[config.mk]
export PLATFORM = sky130hd
export DESIGN_NAME = sam_delay_sweep_ctrl
export DESIGN_NICKNAME = d
export VERILOG_FILES = /design/src/rtl/sam_delay_pkg.sv /design/src/rtl/sym_metric_accum.sv /design/src/rtl/sam_delay_sweep_ctrl.sv
export SDC_FILE = /design/constraint.sdc
export NUM_CORES = 1
export LEC_CHECK = 0
export CELL_PAD_IN_SITES_DETAIL_PLACEMENT = 0
export CELL_PAD_IN_SITES_GLOBAL_PLACEMENT = 1
export CORE_UTILIZATION = 44
export DETAILED_ROUTE_END_ITERATION = 8
export HOLD_SLACK_MARGIN = 0.1
export PLACE_DENSITY_LB_ADDON = 0.1
export SLEW_MARGIN = 30
export SYNTH_ARGS = -nofsm -noshare
export SYNTH_HDL_FRONTEND = slang
export SYNTH_SLANG_ARGS = --single-unit
[constraint.sdc]
create_clock -name clk -period 2.88 [get_ports clk]
set_input_delay 0.432 -clock clk [delete_from_list [all_inputs] [get_ports clk]]
set_output_delay 0.432 -clock clk [all_outputs]
set_load 0.05 [all_outputs]
[src/rtl/sam_delay_pkg.sv]
// Shared definitions for the sample-delay sweep-and-lock controller:
// FSM state encoding, datapath widths and the metric-width helper.
package sam_delay_pkg;

    typedef enum logic [2:0] {
        ST_IDLE    = 3'd0,
        ST_SETTLE  = 3'd1,
        ST_ACCUM   = 3'd2,
        ST_COMPARE = 3'd3,
        ST_LOCKED  = 3'd4
    } state_e;

    localparam int SAM_W    = 32'sd18;
    localparam int DELAY_W  = 32'sd5;
    localparam int NUM_TAPS = 32'sd32;

    // Highest delay setting; reaching it in COMPARE ends the sweep.
    localparam logic [DELAY_W-1:0] LAST_TAP = DELAY_W'(NUM_TAPS - 32'sd1);

    // An accumulator of 2^log2_dwell 18-bit magnitudes needs this many bits.
    function automatic int metric_w(input int log2_dwell);
        return SAM_W + log2_dwell;
    endfunction

endpackage

[src/rtl/sym_metric_accum.sv]
// Eye-opening metric accumulator: saturating absolute value of the
// post-delay sample, summed over the symbol instants of one dwell.
// clear has priority over en.
module sym_metric_accum
    import sam_delay_pkg::*;
#(
    parameter int ACC_W = 24
)(
    input  logic                    clk,
    input  logic                    reset,
    input  logic                    clear,
    input  logic                    en,
    input  logic signed [SAM_W-1:0] in,
    output logic        [ACC_W-1:0] acc
);

    // Two's-complement magnitude; the most negative code has no positive
    // counterpart, so it is clamped to the largest positive value.
    function automatic logic [SAM_W-1:0] sat_abs(input logic signed [SAM_W-1:0] x);
        logic [SAM_W-1:0] r;
        if (x == {1'b1, {(SAM_W-1){1'b0}}}) begin
            r = {1'b0, {(SAM_W-1){1'b1}}};
        end else if (x[SAM_W-1]) begin
            r = SAM_W'(-x);
        end else begin
            r = SAM_W'(x);
        end
        return r;
    endfunction

    logic [SAM_W-1:0] mag_s;
    logic [ACC_W-1:0] acc_q;
    logic [ACC_W-1:0] acc_d;

    // Magnitude of the current sample.
    always_comb begin
        mag_s = sat_abs(in);
    end

    // Next accumulator value: clear, add one magnitude, or hold.
    always_comb begin
        acc_d = acc_q;
        if (clear) begin
            acc_d = '0;
        end else if (en) begin
            acc_d = acc_q + ACC_W'(mag_s);
        end else begin
            acc_d = acc_q;
        end
    end

    // Accumulator register.
    always_ff @(posedge clk or posedge reset) begin
        if (reset) begin
            acc_q <= '0;
        end else begin
            acc_q <= acc_d;
        end
    end

    assign acc = acc_q;

endmodule

[src/rtl/sam_delay_sweep_ctrl.sv]
// Sweep-and-lock controller for the 32-tap receive sample-delay line.
// On start it steps delay 0..31, accumulates |in| over 2^LOG2_DWELL symbol
// instants at each setting, then locks delay to the setting with the
// largest metric (ties keep the lower delay).
// Optional feature macro: SAM_DELAY_SETTLE_EN -- when defined, SETTLE_SYMS
// symbol enables are discarded after every delay change before measuring.
module sam_delay_sweep_ctrl
    import sam_delay_pkg::*;
#(
    parameter int LOG2_DWELL    = 6,
    parameter int SETTLE_SYMS   = 4,
    parameter int DEFAULT_DELAY = 0
)(
    input  logic                                clk,
    input  logic                                reset,
    input  logic                                sam_clk_en,
    input  logic                                sym_clk_en,
    input  logic                                start,
    input  logic signed [SAM_W-1:0]             in,
    output logic        [DELAY_W-1:0]           delay,
    output logic                                busy,
    output logic                                locked,
    output logic                                done,
    output logic        [metric_w(LOG2_DWELL)-1:0] best_metric
);

    localparam int MET_W = metric_w(LOG2_DWELL);
    localparam int CNT_W = LOG2_DWELL + 32'sd1;
    localparam logic [CNT_W-1:0] DWELL_LAST = CNT_W'((32'd1 << LOG2_DWELL) - 32'd1);

`ifdef SAM_DELAY_SETTLE_EN
    localparam logic [7:0] SETTLE_LAST = 8'(SETTLE_SYMS - 32'sd1);
    localparam state_e     MEAS_ENTRY  = ST_SETTLE;
    logic [7:0] settle_cnt_q;
    logic [7:0] settle_cnt_d;
`else
    localparam state_e     MEAS_ENTRY  = ST_ACCUM;
    // Settle length has no effect when the settle phase is compiled out.
    logic unused_settle_syms_s;
    assign unused_settle_syms_s = (SETTLE_SYMS != 32'sd0);
`endif

    // Sample-rate enable is only a timing reference for neighbouring logic.
    logic unused_sam_clk_en_s;
    assign unused_sam_clk_en_s = sam_clk_en;

    state_e             state_q,    state_d;
    logic [DELAY_W-1:0] delay_q,    delay_d;
    logic [DELAY_W-1:0] best_idx_q, best_idx_d;
    logic [MET_W-1:0]   best_q,     best_d;
    logic               busy_q,     busy_d;
    logic               locked_q,   locked_d;
    logic               done_q,     done_d;
    logic [CNT_W-1:0]   dwell_cnt_q, dwell_cnt_d;

    logic               acc_clear_s;
    logic               acc_en_s;
    logic [MET_W-1:0]   acc_s;

    sym_metric_accum #(
        .ACC_W (MET_W)
    ) u_accum (
        .clk   (clk),
        .reset (reset),
        .clear (acc_clear_s),
        .en    (acc_en_s),
        .in    (in),
        .acc   (acc_s)
    );

    // Next-state, sweep bookkeeping and accumulator control.
    always_comb begin
        state_d     = state_q;
        delay_d     = delay_q;
        best_idx_d  = best_idx_q;
        best_d      = best_q;
        busy_d      = busy_q;
        locked_d    = locked_q;
        done_d      = 1'b0;
        dwell_cnt_d = dwell_cnt_q;
`ifdef SAM_DELAY_SETTLE_EN
        settle_cnt_d = settle_cnt_q;
`endif
        acc_clear_s = 1'b0;
        acc_en_s    = 1'b0;

        case (state_q)
            ST_IDLE, ST_LOCKED: begin
                if (start) begin
                    delay_d     = '0;
                    best_d      = '0;
                    best_idx_d  = '0;
                    locked_d    = 1'b0;
                    busy_d      = 1'b1;
                    dwell_cnt_d = '0;
`ifdef SAM_DELAY_SETTLE_EN
                    settle_cnt_d = 8'd0;
`endif
                    acc_clear_s = 1'b1;
                    state_d     = MEAS_ENTRY;
                end else begin
                    state_d = state_q;
                end
            end

            ST_SETTLE: begin
`ifdef SAM_DELAY_SETTLE_EN
                if (sym_clk_en) begin
                    if (settle_cnt_q == SETTLE_LAST) begin
                        settle_cnt_d = 8'd0;
                        state_d      = ST_ACCUM;
                    end else begin
                        settle_cnt_d = settle_cnt_q + 8'd1;
                    end
                end else begin
                    settle_cnt_d = settle_cnt_q;
                end
`else
                // Unreachable without the settle phase; measure directly.
                state_d = ST_ACCUM;
`endif
            end

            ST_ACCUM: begin
                acc_en_s = sym_clk_en;
                if (sym_clk_en) begin
                    if (dwell_cnt_q == DWELL_LAST) begin
                        dwell_cnt_d = '0;
                        state_d     = ST_COMPARE;
                    end else begin
                        dwell_cnt_d = dwell_cnt_q + CNT_W'(1);
                    end
                end else begin
                    dwell_cnt_d = dwell_cnt_q;
                end
            end

            ST_COMPARE: begin
                acc_clear_s = 1'b1;
                // Strict compare: a tie never displaces an earlier setting.
                if (acc_s > best_q) begin
                    best_d     = acc_s;
                    best_idx_d = delay_q;
                end else begin
                    best_d     = best_q;
                    best_idx_d = best_idx_q;
                end
                if (delay_q != LAST_TAP) begin
                    delay_d = delay_q + DELAY_W'(1);
                    state_d = MEAS_ENTRY;
                end else begin
                    delay_d  = best_idx_d;
                    busy_d   = 1'b0;
                    locked_d = 1'b1;
                    done_d   = 1'b1;
                    state_d  = ST_LOCKED;
                end
            end

            default: begin
                busy_d   = 1'b0;
                locked_d = 1'b0;
                state_d  = ST_IDLE;
            end
        endcase
    end

    // State and output registers.
    always_ff @(posedge clk or posedge reset) begin
        if (reset) begin
            state_q     <= ST_IDLE;
            delay_q     <= DELAY_W'(DEFAULT_DELAY);
            best_idx_q  <= '0;
            best_q      <= '0;
            busy_q      <= 1'b0;
            locked_q    <= 1'b0;
            done_q      <= 1'b0;
            dwell_cnt_q <= '0;
        end else begin
            state_q     <= state_d;
            delay_q     <= delay_d;
            best_idx_q  <= best_idx_d;
            best_q      <= best_d;
            busy_q      <= busy_d;
            locked_q    <= locked_d;
            done_q      <= done_d;
            dwell_cnt_q <= dwell_cnt_d;
        end
    end

`ifdef SAM_DELAY_SETTLE_EN
    // Settle-phase symbol counter.
    always_ff @(posedge clk or posedge reset) begin
        if (reset) begin
            settle_cnt_q <= 8'd0;
        end else begin
            settle_cnt_q <= settle_cnt_d;
        end
    end
`endif

    assign delay       = delay_q;
    assign busy        = busy_q;
    assign locked      = locked_q;
    assign done        = done_q;
    assign best_metric = best_q;

endmodule
==> metrics.txt <==
vias in the first global route between 4000 and 5000; DR DRC count 0; Setup-failing EPs final 21; CTS Sinks between 70 and 80; Reg-to-Reg Start best_metric[10]; RePlAce Congestion a little over 0.8; Max Root-Sink Buffers 2; Worst setup EP type flop; nets 799; Final Max Tran Viols 0; drt via density approximately 5.6; Max Freq about 0.27 GHz; LEAKAGE around 3.4 nW; Least-Margin Pin Slew 0.9448 ns; IO buf count 53; CP required between 3 and 4 ns; final design utilization 0.6701; FF-to-FF End best_metric[23]; CTS Buf Count 9; Hold WS between 0.2 and 0.3 ns; Syn Inst Count between 500 and 600; status finished with violations; cells on worst reg2reg path 10; Distinct cells, synth between 50 and 60; # diodes 0; mean post-synth cell area ~8.8 µm²; cts hold-fix bufs 0; share of cells above drive strength 1 0.2927; H-tree Lvls 3; clk_lat worst skew between 0.3 and 0.4 ns; CTS tree done; core area about 11000 µm²; Setup CP Type primary input to flop; WL final about 14000 µm; period utilization 1.304; RSZ-0062 raised after global routing true; most frequent cells in the layout 100 x buf_4, 75 x nand2_1, 71 x dfrtp_1; Primary FF master, synth dfrtp_1; Die Y approximately 110 µm; post-detail-place hpwl slightly above 10000 µm; CP arrival 3.97 ns; Pre-antenna DRT Iters 4; Worst Path Max Fanout 5; Fin. Hold Viols 0; gr busiest metal met2; antenna viol nets, final 0; row count 38; overall global routing resource usage 0.2551; global-route wire length before repair between 20000 and 25000 µm; crit start category primary input; share of the yosys chip area belonging to registers 0.3539; Cell Area, Synth between 5000 and 6000 µm²; R2R setup slack about 0.20 ns; met3 global-route usage 0.03825; Worst-path clk slew 0.06 ns; commonest non-fill, non-tap cell in the layout buf_4; total power per unit cell area 855.2 nW/µm²; total number of vias 4859; Area growth syn-to-layout 46.61%; GRT met2 Usage 0.4236; largest net degree at the start of global routing 49; post-DR wirelength/cell about 17 µm; Initial Util 0.4571; Post-synth EDFFs 0; Yosys reg bits a little over 70; Worst Hold Class primary input to asynchronous set/reset pin; Max-Cap Viols 0; die footprint ~12000 µm²; CP Launch Point in[3]; Ports 55; initial DRC count approximately 250; initial antenna violation count 0; Max-slew headroom 0.3678; met1 Resource Use GR 0.3498; final worst slack -0.8750 ns; Critical Path Sink u_accum.acc[12]; Mapped Nets 645; root buffer cell clkbuf_16; post-synthesis async set-or-reset flop share 1.000; grt total ovfl 0; min cycle time layout between 3 and 4 ns; violated checks setup timing; yosys warns 0; maximum VDD drop about 610 µV; die width approximately 110 µm; clock skew 0.009494 ns
-- layer usage --
layer,wire length [µm],part of all wire
met1,6823,0.47
met2,7109,0.49
met3,396,0.027
met4,133,0.0092
met5,0,0
-- per-stage QoR --
step	area, µm²	total power, W	TNS [ns]	instances	setup slack (ns)
floorplan	5142	0.003272	-12.60	572	-0.8957
global placement	6520	0.004332	-27.82	843	-1.514
detailed placement	6520	0.004403	-29.77	843	-1.597
CTS	7104	0.006077	-18.64	868	-1.106
global route	7360	0.006728	-16.73	871	-1.024
finish	7360	0.006294	-13.68	871	-0.8750
-- critical path, stage by stage --
cell and delay [ns]:
buf_6 0.09, or3_4 0.38, or4_4 0.47, nor4_4 0.15
nand2b_1 0.12, or3_4 0.41, nand2_4 0.10, ha_4 0.19
nor2b_1 0.14, o21a_1 0.20, a311o_1 0.35, a21oi_4 0.30
a21boi_2 0.10, or3_1 0.31, a32o_1 0.23
-- registers in the layout, indices dropped and copies added (netlist names) --
register     count
best_idx_q       5
best_metric     24
busy             1
delay            5
done             1
dwell_cnt_q      7
locked           1
state_q          3
u_accum.acc     24
-- cell families (layout without fill, tap and decap cells) --
family,after synthesis,in the layout,share of synthesized area
xor gates and xnor gates,22,22,0.03839
DFF,71,71,0.3539
adders and majority gates,50,50,0.1261
and+or+nand+nor,201,202,0.1967
muxes,9,9,0.01844
buffers and inverters,54,212,0.04337
AOI/OAI and AO/OA,165,165,0.2231
-- layout make-up --
type	count	area [µm²]
inverter	35	131.4
timing repair buffer	161	1388
multi-input combinational	448	3523
fill	874	3623
clock inverter	4	98.84
sequential	71	1777
clock buffer	12	266.5
tap	140	175.2
-- cell usage after synthesis (2+ instances only) --
cell	n	area, µm²
or2_2	4	25.02
a21o_1	14	105.1
and3_1	9	56.30
mux2i_1	7	70.07
nor3_1	19	95.09
and2_1	4	25.02
o31ai_1	31	232.7
xnor2_1	9	78.83
dfrtp_1	71	1777
o21a_1	3	22.52
nand2_1	84	315.3
nor2_1	22	82.58
nand4_1	11	68.82
buf_6	2	22.52
a211oi_1	2	15.01
a22o_1	12	105.1
clkbuf_1	17	63.81
nand3_1	12	60.06
inv_1	35	131.4
nor3b_1	2	15.01
a221oi_1	2	17.52
o211ai_1	7	52.55
a21boi_0	2	15.01
or3_4	2	22.52
or4_1	3	22.52
nand2b_1	6	37.54
a21oi_1	28	140.1
a32o_1	4	40.04
nor4b_1	2	17.52
mux2_2	2	22.52
ha_1	49	613.1
o2111ai_1	2	17.52
o21ai_0	43	215.2
xor2_1	13	113.9
or3_1	6	37.54
nor2b_1	8	50.05
-- worst min path at each step --
| stage | start | to | slack (ns) | cells past startpoint |
|---|---|---|---|---|
| final | reset | u_accum.acc[4] | 0.27 | 2 |
| after global routing | reset | u_accum.acc[4] | 0.29 | 2 |
| after CTS | reset | u_accum.acc[4] | 0.27 | 2 |
| after detailed placement | dwell_cnt_q[6] | state_q[0] | 0.46 | 1 |
| after global placement | dwell_cnt_q[6] | state_q[0] | 0.45 | 1 |
| after floorplan | dwell_cnt_q[6] | state_q[0] | 0.43 | 1 |
-- what timing repair did --
action	CTS	global route
cloned	1	0
endpoints found under the setup margin	23	57
pin swaps	32	48
setup buffers	8	6
gates resized for setup	52	59
-- report_power, final --
part | switching (W) | leakage [nW] | internal [W] | total [W]
logic | 0.00169 | 2.29 | 0.00176 | 0.00344
clock network | 0.000434 | 0.179 | 0.000921 | 0.00135
registers | 0.000269 | 0.892 | 0.00123 | 0.00149
total | 0.00239 | 3.36 | 0.00390 | 0.00629
No activity file was read; power rests on OpenSTA's default activity.
